===== src/rtl/video_timing_pkg.sv =====
// video_timing_pkg: default 640x480@60 timing constants and sync polarity encoding
package video_timing_pkg;
    localparam int DEF_H_ACTIVE = 640;
    localparam int DEF_H_FP     = 16;
    localparam int DEF_H_SYNC   = 96;
    localparam int DEF_H_BP     = 48;
    localparam int DEF_V_ACTIVE = 480;
    localparam int DEF_V_FP     = 10;
    localparam int DEF_V_SYNC   = 2;
    localparam int DEF_V_BP     = 33;
    typedef enum logic {POL_LOW = 1'b0, POL_HIGH = 1'b1} sync_pol_e;
endpackage


===== src/rtl/video_timing_gen_if.sv =====
// video_timing_gen_if: pixel enable in, registered raster timing out
interface video_timing_gen_if #(
    parameter int HW = 10,
    parameter int VW = 10
);
    logic          ce_pix;
    logic          hs;
    logic          vs;
    logic          de;
    logic          hblank;
    logic          vblank;
    logic [HW-1:0] x;
    logic [VW-1:0] y;
    logic          line_start;
    logic          frame_start;
    modport master (input ce_pix, output hs, vs, de, hblank, vblank, x, y, line_start, frame_start);
    modport slave  (output ce_pix, input hs, vs, de, hblank, vblank, x, y, line_start, frame_start);
endinterface


===== src/rtl/video_timing_axis.sv =====
// video_timing_axis: one raster axis - wrapping counter with registered position, sync and blank
module video_timing_axis
    import video_timing_pkg::*;
#(
    parameter int        ACTIVE = DEF_H_ACTIVE,
    parameter int        FP     = DEF_H_FP,
    parameter int        SYNC   = DEF_H_SYNC,
    parameter int        BP     = DEF_H_BP,
    parameter sync_pol_e POL    = POL_LOW,
    parameter int        W      = $clog2(ACTIVE + FP + SYNC + BP)
) (
    input  logic         clk_sys,
    input  logic         reset_n,
    input  logic         i_en,
    output logic         o_last,
    output logic         o_active,
    output logic         o_sync,
    output logic         o_blank,
    output logic [W-1:0] o_pos
);
    localparam int         TOTAL = ACTIVE + FP + SYNC + BP;
    localparam logic [W:0] A_END = (W+1)'(ACTIVE);
    localparam logic [W:0] S_BEG = (W+1)'(ACTIVE + FP);
    localparam logic [W:0] S_END = (W+1)'(ACTIVE + FP + SYNC);
    localparam logic [W:0] LAST  = (W+1)'(TOTAL - 1);
    localparam logic       LVL   = (POL == POL_HIGH);

    if (ACTIVE < 1 || SYNC < 1 || FP < 0 || BP < 0 || TOTAL > 2**W) begin : g_bad_param
        $error("video_timing_axis: invalid timing parameters");
    end

    logic [W-1:0] r_cnt;
    logic [W-1:0] r_pos;
    logic         r_sync;
    logic         r_blank;
    logic [W:0]   w_cnt;

    // one extra bit so bounds equal to a power-of-two total never truncate
    assign w_cnt    = {1'b0, r_cnt};
    assign o_last   = w_cnt == LAST;
    assign o_active = w_cnt < A_END;
    assign o_sync   = r_sync;
    assign o_blank  = r_blank;
    assign o_pos    = r_pos;

    always_ff @(posedge clk_sys or negedge reset_n) begin
        if (!reset_n) begin
            r_cnt   <= '0;
            r_pos   <= '0;
            r_sync  <= ~LVL;
            r_blank <= 1'b0;
        end else begin
            if (i_en) r_cnt <= o_last ? '0 : r_cnt + 1'b1;
            r_pos   <= r_cnt;
            r_sync  <= (w_cnt >= S_BEG && w_cnt < S_END) ? LVL : ~LVL;
            r_blank <= ~o_active;
        end
    end
endmodule


===== src/rtl/video_timing_gen.sv =====
// video_timing_gen: raster timing generator built from a horizontal and a vertical axis
module video_timing_gen
    import video_timing_pkg::*;
#(
    parameter int        H_ACTIVE = DEF_H_ACTIVE,
    parameter int        H_FP     = DEF_H_FP,
    parameter int        H_SYNC   = DEF_H_SYNC,
    parameter int        H_BP     = DEF_H_BP,
    parameter int        V_ACTIVE = DEF_V_ACTIVE,
    parameter int        V_FP     = DEF_V_FP,
    parameter int        V_SYNC   = DEF_V_SYNC,
    parameter int        V_BP     = DEF_V_BP,
    parameter sync_pol_e HS_POL   = POL_LOW,
    parameter sync_pol_e VS_POL   = POL_LOW
) (
    input logic               clk_sys,
    input logic               reset_n,
    video_timing_gen_if.master bus
);
    localparam int H_TOTAL = H_ACTIVE + H_FP + H_SYNC + H_BP;
    localparam int V_TOTAL = V_ACTIVE + V_FP + V_SYNC + V_BP;
    localparam int HW      = $clog2(H_TOTAL);
    localparam int VW      = $clog2(V_TOTAL);

    logic w_h_last;
    logic w_h_act;
    logic w_v_last;
    logic w_v_act;
    logic r_hnew;
    logic r_fnew;
    logic r_de;
    logic r_ls;
    logic r_fs;

    video_timing_axis #(
        .ACTIVE(H_ACTIVE), .FP(H_FP), .SYNC(H_SYNC), .BP(H_BP), .POL(HS_POL), .W(HW)
    ) u_h (
        .clk_sys(clk_sys), .reset_n(reset_n), .i_en(bus.ce_pix),
        .o_last(w_h_last), .o_active(w_h_act), .o_sync(bus.hs), .o_blank(bus.hblank), .o_pos(bus.x)
    );

    video_timing_axis #(
        .ACTIVE(V_ACTIVE), .FP(V_FP), .SYNC(V_SYNC), .BP(V_BP), .POL(VS_POL), .W(VW)
    ) u_v (
        .clk_sys(clk_sys), .reset_n(reset_n), .i_en(bus.ce_pix && w_h_last),
        .o_last(w_v_last), .o_active(w_v_act), .o_sync(bus.vs), .o_blank(bus.vblank), .o_pos(bus.y)
    );

    assign bus.de          = r_de;
    assign bus.line_start  = r_ls;
    assign bus.frame_start = r_fs;

    // r_hnew/r_fnew mark a counter that has just arrived at 0, so a held h=0 pulses only once
    always_ff @(posedge clk_sys or negedge reset_n) begin
        if (!reset_n) begin
            r_hnew <= 1'b1;
            r_fnew <= 1'b1;
            r_de   <= 1'b0;
            r_ls   <= 1'b0;
            r_fs   <= 1'b0;
        end else begin
            r_hnew <= bus.ce_pix && w_h_last;
            r_fnew <= bus.ce_pix && w_h_last && w_v_last;
            r_de   <= w_h_act && w_v_act;
            r_ls   <= r_hnew;
            r_fs   <= r_fnew;
        end
    end
endmodule


===== src/flat_wrapper.sv =====
// flat-port wrapper written by rule: the top's interface ports become plain ports
module video_timing_gen_flat import video_timing_pkg::*;
#(
    parameter int        H_ACTIVE = DEF_H_ACTIVE,
    parameter int        H_FP     = DEF_H_FP,
    parameter int        H_SYNC   = DEF_H_SYNC,
    parameter int        H_BP     = DEF_H_BP,
    parameter int        V_ACTIVE = DEF_V_ACTIVE,
    parameter int        V_FP     = DEF_V_FP,
    parameter int        V_SYNC   = DEF_V_SYNC,
    parameter int        V_BP     = DEF_V_BP,
    parameter sync_pol_e HS_POL   = POL_LOW,
    parameter sync_pol_e VS_POL   = POL_LOW
)
  (clk_sys, reset_n, bus_ce_pix, bus_hs, bus_vs, bus_de, bus_hblank, bus_vblank, bus_x, bus_y, bus_line_start, bus_frame_start);
  video_timing_gen_if bus_i ();
  input logic clk_sys;
  input logic reset_n;
  input wire logic [$bits(bus_i.ce_pix)-1:0] bus_ce_pix;
  output wire logic [$bits(bus_i.hs)-1:0] bus_hs;
  output wire logic [$bits(bus_i.vs)-1:0] bus_vs;
  output wire logic [$bits(bus_i.de)-1:0] bus_de;
  output wire logic [$bits(bus_i.hblank)-1:0] bus_hblank;
  output wire logic [$bits(bus_i.vblank)-1:0] bus_vblank;
  output wire logic [$bits(bus_i.x)-1:0] bus_x;
  output wire logic [$bits(bus_i.y)-1:0] bus_y;
  output wire logic [$bits(bus_i.line_start)-1:0] bus_line_start;
  output wire logic [$bits(bus_i.frame_start)-1:0] bus_frame_start;
  assign bus_i.ce_pix = bus_ce_pix;
  assign bus_hs = bus_i.hs;
  assign bus_vs = bus_i.vs;
  assign bus_de = bus_i.de;
  assign bus_hblank = bus_i.hblank;
  assign bus_vblank = bus_i.vblank;
  assign bus_x = bus_i.x;
  assign bus_y = bus_i.y;
  assign bus_line_start = bus_i.line_start;
  assign bus_frame_start = bus_i.frame_start;
  video_timing_gen #(.H_ACTIVE(H_ACTIVE), .H_FP(H_FP), .H_SYNC(H_SYNC), .H_BP(H_BP), .V_ACTIVE(V_ACTIVE), .V_FP(V_FP), .V_SYNC(V_SYNC), .V_BP(V_BP), .HS_POL(HS_POL), .VS_POL(VS_POL)) u_core (.clk_sys(clk_sys), .reset_n(reset_n), .bus(bus_i));
endmodule

===== config.mk =====
export PLATFORM = sky130hd
export DESIGN_NAME = video_timing_gen_flat
export DESIGN_NICKNAME = d
export VERILOG_FILES = /design/src/rtl/video_timing_pkg.sv /design/src/rtl/video_timing_gen_if.sv /design/src/rtl/video_timing_axis.sv /design/src/rtl/video_timing_gen.sv /design/src/flat_wrapper.sv
export SDC_FILE = /design/constraint.sdc
export NUM_CORES = 1
export LEC_CHECK = 0
export CORE_AREA = 2 2 73 75
export DETAILED_ROUTE_END_ITERATION = 7
export DIE_AREA = 0 0 75 77
export PLACE_DENSITY = 0.63
export SLEW_MARGIN = 20
export SYNTH_ARGS = -nofsm -noshare
export SYNTH_HDL_FRONTEND = slang
export SYNTH_HIERARCHICAL = 1
export SYNTH_SLANG_ARGS = --single-unit

===== constraint.sdc =====
create_clock -name clk_sys -period 5.6 [get_ports clk_sys]
set_input_delay 0.84 -clock clk_sys [delete_from_list [all_inputs] [get_ports clk_sys]]
set_output_delay 0.84 -clock clk_sys [all_outputs]
set_load 0.02 [all_outputs]

### Word level (Yosys, flattened, before mapping)

Cells that the tools add are included.

* ROM bits: 0
* flip-flop bits (word level): 49
* word-level logic and storage cells: 34
* output and inout port bits: 27
* latch bits: 0
* input port bits: 3
* memories kept: 0
* bits in writable memories: 0

* $lt $le $gt $ge: 6
* $mul: 0
* reduce and logical (&&, ||, !) cells: 5
* equality and inequality tests: 2
* add/subtract/negate cells: 2
* divide/modulo/power cells: 0
* mux-type cells: 4
* bitwise logic cells: 2
* shifts and indexed selects: 0

Operators by type and width (number)
* 10-bit by 1-bit adder with 10-bit output (second input constant): 2
* 10-bit equality test (second input constant): 2
* 10-bit < comparator (second input constant): 2
* 10-bit by 9-bit < comparator with 1-bit output (second input constant): 2
* 10-bit two-way mux: 2
* 10-bit greater-or-equal comparator (second input constant): 1
* 10-bit by 9-bit greater-or-equal comparator with 1-bit output (second input constant): 1
* 1-bit logical AND: 5
* 1-bit two-way mux: 2
* 1-bit NOT: 2

### Longest topological paths before layout

Gate-level depths: netlist of the first run.

* depth after elaboration: 3
* depth in mapped cells: 8
* mapped depth without buffers: 7

### Cells and area by module

The synthesis of the first run kept the hierarchy.

By module, submodules not included
* video_timing_axis (u_core.u_h): cells each 75, times used 1, area an instance 892.1 um2, sequential area each 551.8 um2
* video_timing_axis (u_core.u_v): cells each 76, times used 1, area an instance 890.9 um2, sequential area each 551.8 um2
* video_timing_gen: cells each 8, times used 1, area an instance 146.4 um2, sequential area each 127.6 um2

### Worst setup path before layout of the first run

Ideal clock, no wire load.

* kind: reg-to-reg
* start point: register u_core.u_h.r_cnt[5]
* end point: register u_core.u_v.r_cnt[7]
* library setup time: 0.079 ns
* period minus slack after synthesis: 2.049 ns
* stages on the path, launching flop included: 9
* data required time: 5.521 ns
* buffers on the path: 2
* arrival: 1.970 ns
* path slack: 3.551 ns
* cell sequence: dfrtp_1 > clkbuf_1 > nand4bb_1 > nor4_4 > and2_1 > buf_2 > nand4_1 > nor3_1 > xor2_1

* cells in the longest elaborated chain, start to end: 2

RTL lines
* from (decl): RTL line video_timing_axis.sv:32 `logic [W-1:0] r_cnt;`
* from (signal assigned): RTL line video_timing_axis.sv:53 `if (i_en) r_cnt <= o_last ? '0 : r_cnt + 1'b1;`
* 10-bit equality test: RTL line video_timing_axis.sv:40 `assign o_last = w_cnt == LAST;`
* named net u_core.w_h_last: RTL line video_timing_gen.sv:25 `logic w_h_last;`
* 1-bit logical AND: RTL line video_timing_gen.sv:45 `.clk_sys(clk_sys), .reset_n(reset_n), .i_en(bus.ce_pix && w_h_last),`
* to (signal assigned): RTL line video_timing_axis.sv:53
* to (decl): RTL line video_timing_axis.sv:32

The timed path passes the listed nets, and every way through them passes these cells.
A chain may end at the register's enable or synchronous reset.

### Worst setup path in the final report of the first run

* start point: input port bus_ce_pix
* end point: register u_core.u_v.r_cnt[4]

* cells in the longest elaborated chain, start to end: 1

RTL lines
* from (decl): RTL line flat_wrapper.sv:19 `input wire logic [$bits(bus_i.ce_pix)-1:0] bus_ce_pix;`
* 1-bit logical AND: RTL line video_timing_gen.sv:45

No other way between the ends.

==> results.yml, run 1 <==
global_routing:
  overflow: 0
  grt_pass1_vias: 1118
  grt_pass1_wl_um: 5220
  antenna_found_initial: 0
  grt_max_degree: 50
  grt_use_total: 0.120
setup_path:
  required_ns: 5.83
  path_depth: 5
  rrSetupSlack_ns: 3.27
  crit_end: "u_core/u_v/r_cnt[4]"
  rr_worst_depth: 6
  critPathCaptureType: "flip-flop"
  worstPathArrival_ns: 2.58
  worst-path-buf-inv: 1
  critPathTopFamily: "simple AND/OR/NAND/NOR gates"
  setup.worst_path.class: "primary input to flip-flop"
  crit_start: "bus_ce_pix"
  critPathSlowestCell: "clkdlybuf4s50_1"
  reg2reg_from: "u_core/u_h/r_cnt[5]"
  worstPathCellList: "clkdlybuf4s50_1 > and2_1 > nand4_1 > or2_2 > o21ai_1"
  worstReg2RegEnd: "u_core/u_v/r_cnt[4]"
  cp_max_fo: 13
  cp-start-kind: "primary input"
  cpPeakStageDelay_ns: 0.66
floorplan:
  dieArea_sq_um: 5780
  coreArea_sq_um: 4980
  die_y_um: 77
  ios: 30
  fp.dieW_um: 75
  core.rowCount: 26
  start_util: 0.388
logic_synthesis:
  yosysWarningCount: 6
  synthFlopType: "dfrtp_1"
  synthArstFlopShare: 1.00
  ys_seq_area_frac: 0.638
  synth_seq_cells: 49
  synth.largest_area_cell: "dfrtp_1"
  synthCells: 159
  synthTopCellsByArea: "dfrtp_1, dfstp_2, nand2_1"
  synth_area_per_cell_sq_um: 12.1
  synth_top_area_frac: 0.584
  synthDistinctLibCells: 39
  syn_area_sq_um: 1930
  synth_top_cells_by_count: "dfrtp_1, nand2_1, inv_1, nand3_1, nor3_1"
  synth_nets: 166
  synth_edf_count: 0
  yosysMostFrequentCell: "dfrtp_1"
timing:
  rsz0062_at_grt: "no"
  finalHoldViolCount: 0
  worstMarginPinSlew_ns: 0.582
  period_share: 0.420
  clock.fmax_mhz: 425
  setup_tns_ns: 0
  whs_ns: 0.398
  fin_crit_ns: 2.35
  skew_ns: 0.00418
  drv_slew: 0
  slew_headroom: 0.612
  setup_violations: 0
  setup_slack_ns: 3.25
pwr:
  seqPwrFrac: 0.511
  intPower_mw: 0.623
  netSwitchingPower_mw: 0.221
  comb_power_share: 0.146
  p_per_area_nw_per_um2: 351
  power.leakage_nw: 1.06
  peakVddDrop_v: 0.000180
  swShare: 0.262
  pwr-share-clk: 0.342
clock_tree:
  cts_buffer_depth: 2
  clk_latency_ns: 0.29
  cts_buffers: 5
  cts.sinks: 49
  postCtsSetupBuffers: 0
  cts_max_level: 2
  post_cts_resized: 0
  path_clk_slew_ns: 0.09
  cts_hold_buffers: 0
  cts_root_buf: "clkbuf_8"
  cts_tree: "done"
cells_and_area:
  fin_cells: 260
  synthToLayoutAreaGrowth_pct: 24.6
  num_antenna_cells: 0
  drive_above_1_share: 0.0947
  fin_area_sq_um: 2400
  nets: 196
route:
  vias: 1246
  ant_nets: 0
  drt-initial-drc-count: 56
  route.detailed.drc: 0
  vias_per_cell: 4.79
  drt-wirelength-per-cell_um: 12.2
  first_pass_iters: 4
  wl_um: 3170
placed_design:
  pre_cts_slack_ns: 2.95
  place_area_sq_um: 2270
  gp_congestion: 0.823
  place_hpwl_um: 2200
  io_buffers: 29
  post-place-cells: 252
worst_hold_path:
  min_path_cells: 0
  hp-class: "flip-flop to flip-flop"
outcome:
  status: "complete, no violations"
run:
  cap_violations: 0
placed cells by master, fill, tap and decap left out, types with 2 or more instances in the layout:
cell and count:
and3_1 2, nand4_1 6, nand2_1 16, ha_1 4
nor3_1 7, clkdlybuf4s50_1 28, o21ai_0 4, xnor2_1 2
bufinv_16 2, nor2_1 4, nand3_1 8, a21oi_1 3
o31ai_1 2, o21ai_1 2, or2b_1 2, and2_1 2
dfrtp_1 45, clkbuf_8 5, inv_1 10, xor2_1 6
nand2b_1 4, dfstp_2 4, or4_1 2, nor4_1 2
o22ai_1 2
cells by family after synthesis:
logic type,share of synthesized area
XOR/XNOR,0.0363
AO/OA/AOI/OAI,0.0713
buffers and inverters,0.0376
adder cells (fa/ha/maj),0.0259
AND/OR/NAND/NOR,0.191
flip-flops,0.638
layout make-up:
class	count	area (sq um)
Clock buffer	5	68.8
Tap cell	70	87.6
Sequential cell	49	1230
Multi-Input combinational cell	94	626
Clock inverter	3	65.1
Timing Repair Buffer	29	288
Inverter	10	37.5
Fill cell	450	2570
power by group through the flow:
stage,combinational (mW),clock [mW],sequential (mW)
5_1_grt,0.134,0.315,0.439
2_1_floorplan,0.0586,0,0.445
3_5_place_dp,0.125,0,0.439
6_report,0.124,0.288,0.431
4_1_cts,0.126,0.297,0.432
3_3_place_gp,0.120,0,0.436
sequential cells by signal (all words and copies together), names as in the netlist, 10 cells and up:
name and count:
u_core/u_v/r_cnt 10, u_core/u_h/r_cnt 10, u_core/u_h/o_pos 10, u_core/u_v/o_pos 10
how the worst min path moves through the flow:
| stage | startpoint | to | slack, ns |
|---|---|---|---|
| finish | u_core/r_fnew | u_core/bus.frame_start | 0.40 |
| global placement | u_core/r_fnew | u_core/bus.frame_start | 0.38 |
| detailed placement | u_core/r_fnew | u_core/bus.frame_start | 0.39 |
| floorplan | u_core/u_h/r_cnt[6] | u_core/u_h/o_pos[6] | 0.35 |
| global route | u_core/r_fnew | u_core/bus.frame_start | 0.40 |
| CTS | u_core/r_fnew | u_core/bus.frame_start | 0.40 |
per-stage QoR:
stage / utilization / power, mW
floorplan: - / 0.504
global placement: 0.456 / 0.556
detailed placement: 0.456 / 0.565
CTS: 0.482 / 0.856
global route: 0.483 / 0.887
finish: 0.483 / 0.843
metal layers:
metal	wire length, um	GRT usage
met5	0	0
met4	53	0.0482
met3	180	0.0447
met2	1520	0.180
met1	1420	0.156
(Power assumes the default switching activity.)
==> run 2, diff against run 1 <==
--- a/config.mk
+++ b/config.mk
@@ -8,7 +8,7 @@
 export CORE_AREA = 2 2 73 75
 export DETAILED_ROUTE_END_ITERATION = 7
 export DIE_AREA = 0 0 75 77
-export PLACE_DENSITY = 0.63
+export PLACE_DENSITY = 0.65
 export SLEW_MARGIN = 20
 export SYNTH_ARGS = -nofsm -noshare
 export SYNTH_HDL_FRONTEND = slang
==> constraint.sdc (replaced) <==
create_clock -name clk_sys -period 2 [get_ports clk_sys]
set_input_delay 0.3 -clock clk_sys [delete_from_list [all_inputs] [get_ports clk_sys]]
set_output_delay 0.3 -clock clk_sys [all_outputs]
set_load 0.02 [all_outputs]
==> run 2 against run 1 <==
Clock skew up 0.0038 ns. Sequential power increased to 2.7 times the previous value. Via count rose by 6.6%. First-iteration DRC count rose by 5.4%. Sequential cell count unchanged. Final area grew 4.5%. Die area stayed put. Total power grew to 2.7 times the previous value. Critical path depth is 2 higher. Routed wire length up 10%. Worst setup slack got worse by 3.1 ns. Largest power group unchanged.
==> results.yml, run 2 (synthesized netlist as in run 1, its figures left out) <==
timing:
  period_share: 0.935
  slew_headroom: 0.746
  clock.fmax_mhz: 535
  worstMarginPinSlew_ns: 0.377
  setup_tns_ns: 0
  rsz0062_at_grt: "no"
  setup_violations: 0
  fin_crit_ns: 1.87
  skew_ns: 0.00794
  drv_slew: 0
  finalHoldViolCount: 0
global_routing:
  antenna_found_initial: 0
  overflow: 0
  grt_pass1_vias: 1276
  grt_use_total: 0.138
  grt_pass1_wl_um: 6020
  grt_max_degree: 19
setup_path:
  reg2reg_from: "u_core/u_h/r_cnt[1]"
  worstPathArrival_ns: 2.10
  setup.worst_path.class: "flip-flop to flip-flop"
  crit_start: "u_core/u_h/r_cnt[1]"
  cp_max_fo: 8
  required_ns: 2.22
  critPathCaptureType: "flip-flop"
  cp-start-kind: "flip-flop"
placed_design:
  place_hpwl_um: 2340
  gp_congestion: 0.788
  io_buffers: 29
route:
  wl_um: 3500
  vias_per_cell: 4.85
  first_pass_iters: 4
  drt-wirelength-per-cell_um: 12.8
  vias: 1328
  drt-initial-drc-count: 59
  route.detailed.drc: 0
  ant_nets: 0
pwr:
  p_per_area_nw_per_um2: 921
  power.leakage_nw: 1.12
  peakVddDrop_v: 0.000558
cells_and_area:
  n_fill_cell: 455
  drive_above_1_share: 0.162
  synthToLayoutAreaGrowth_pct: 30.2
  final_common_cell: "dfrtp_1"
  seq_area_sq_um: 1230
  multi_input_area_sq_um: 644
  num_antenna_cells: 0
  nets: 210
  final_util: 0.505
  layout_common_cells: "dfrtp_1, clkdlybuf4s50_1, nand2_1"
clock_tree:
  cts_max_level: 2
  cts.sinks: 49
  cts_tree: "done"
  cts_buffers: 5
  cts_root_buf: "clkbuf_8"
  cts_buffer_depth: 2
  clk_latency_ns: 0.30
  path_clk_slew_ns: 0.09
worst_hold_path:
  hp-class: "flip-flop to flip-flop"
  holdCritStartpoint: "u_core/r_fnew"
floorplan:
  dieArea_sq_um: 5780
  coreArea_sq_um: 4980
  start_util: 0.388
  die_y_um: 77
  core.rowCount: 26
  fp.dieW_um: 75
  ios: 30
outcome:
  status: "complete, no violations"
run:
  cap_violations: 0
-- run 2: layout make-up --
class | instances | area share
clock buffers | 7 | 0.0344
clock inverters | 1 | 0.0120
inverters | 10 | 0.0149
multi-input cells | 94 | 0.257
flip-flops and latches | 49 | 0.491
well taps | 70 | 0.0349
repair buffers | 43 | 0.156
-- run 2: path summary, 6_finish.rpt --
| kind | end | slack [ns] | cells past startpoint |
|---|---|---|---|
| worst max-delay path | u_core/u_v/r_cnt[4] | 0.13 | 7 |
| worst min-delay path | u_core/bus.frame_start | 0.39 | 0 |
| worst max register to register | u_core/u_v/r_cnt[4] | 0.13 | 7 |
| worst min register to register | u_core/bus.frame_start | 0.39 | 0 |
| max in group asynchronous | u_core/u_h/o_sync | 0.93 | 3 |
| min in group asynchronous | u_core/u_v/r_cnt[3] | 0.45 | 2 |
-- run 2: repair_timing --
| action | 4_1_cts | 5_1_grt |
|---|---|---|
| endpoints found under the hold margin | 14 | 0 |
| gates resized for setup | 0 | 1 |
| setup endpoints to repair | 0 | 4 |
| hold buffers | 1 | 0 |
| setup buffers | 0 | 4 |
-- run 2: routing by layer --
layer  up-vias  track usage  part of all wire
met1       660        0.178              0.45
li1        631            -                 -
met5         -            0                 0
met3         7       0.0434             0.036
met4         0       0.0536             0.019
met2        30        0.215              0.49
-- run 2: critical path, stage by stage (launching register included) --
cell and delay [ns]:
dfrtp_1 0.41, ha_1 0.21, inv_1 0.07, nor4_4 0.27, and2_4 0.23, nand4_1 0.17, or2_2 0.32, o21ai_1 0.11
-- run 2: power breakdown --
| group | total (mW) | switching, mW | internal [mW] |
|---|---|---|---|
| Sequential | 1.18 | 0.0936 | 1.09 |
| Combinational | 0.409 | 0.226 | 0.183 |
| Clock | 0.719 | 0.312 | 0.408 |
-- run 2: per-stage QoR --
stage	instance area [sq um]	setup slack (ns)	hold WS [ns]	power, mW	std cells
final	2510	0.130	0.395	2.31	274
after global routing	2510	0.00197	0.408	2.42	274
after CTS	2480	0.0517	0.397	2.34	270
after detailed placement	2350	0.0712	0.227	1.61	261
after global placement	2350	0.166	0.231	1.61	261
after floorplan	1950	0.00994	0.00441	1.42	159
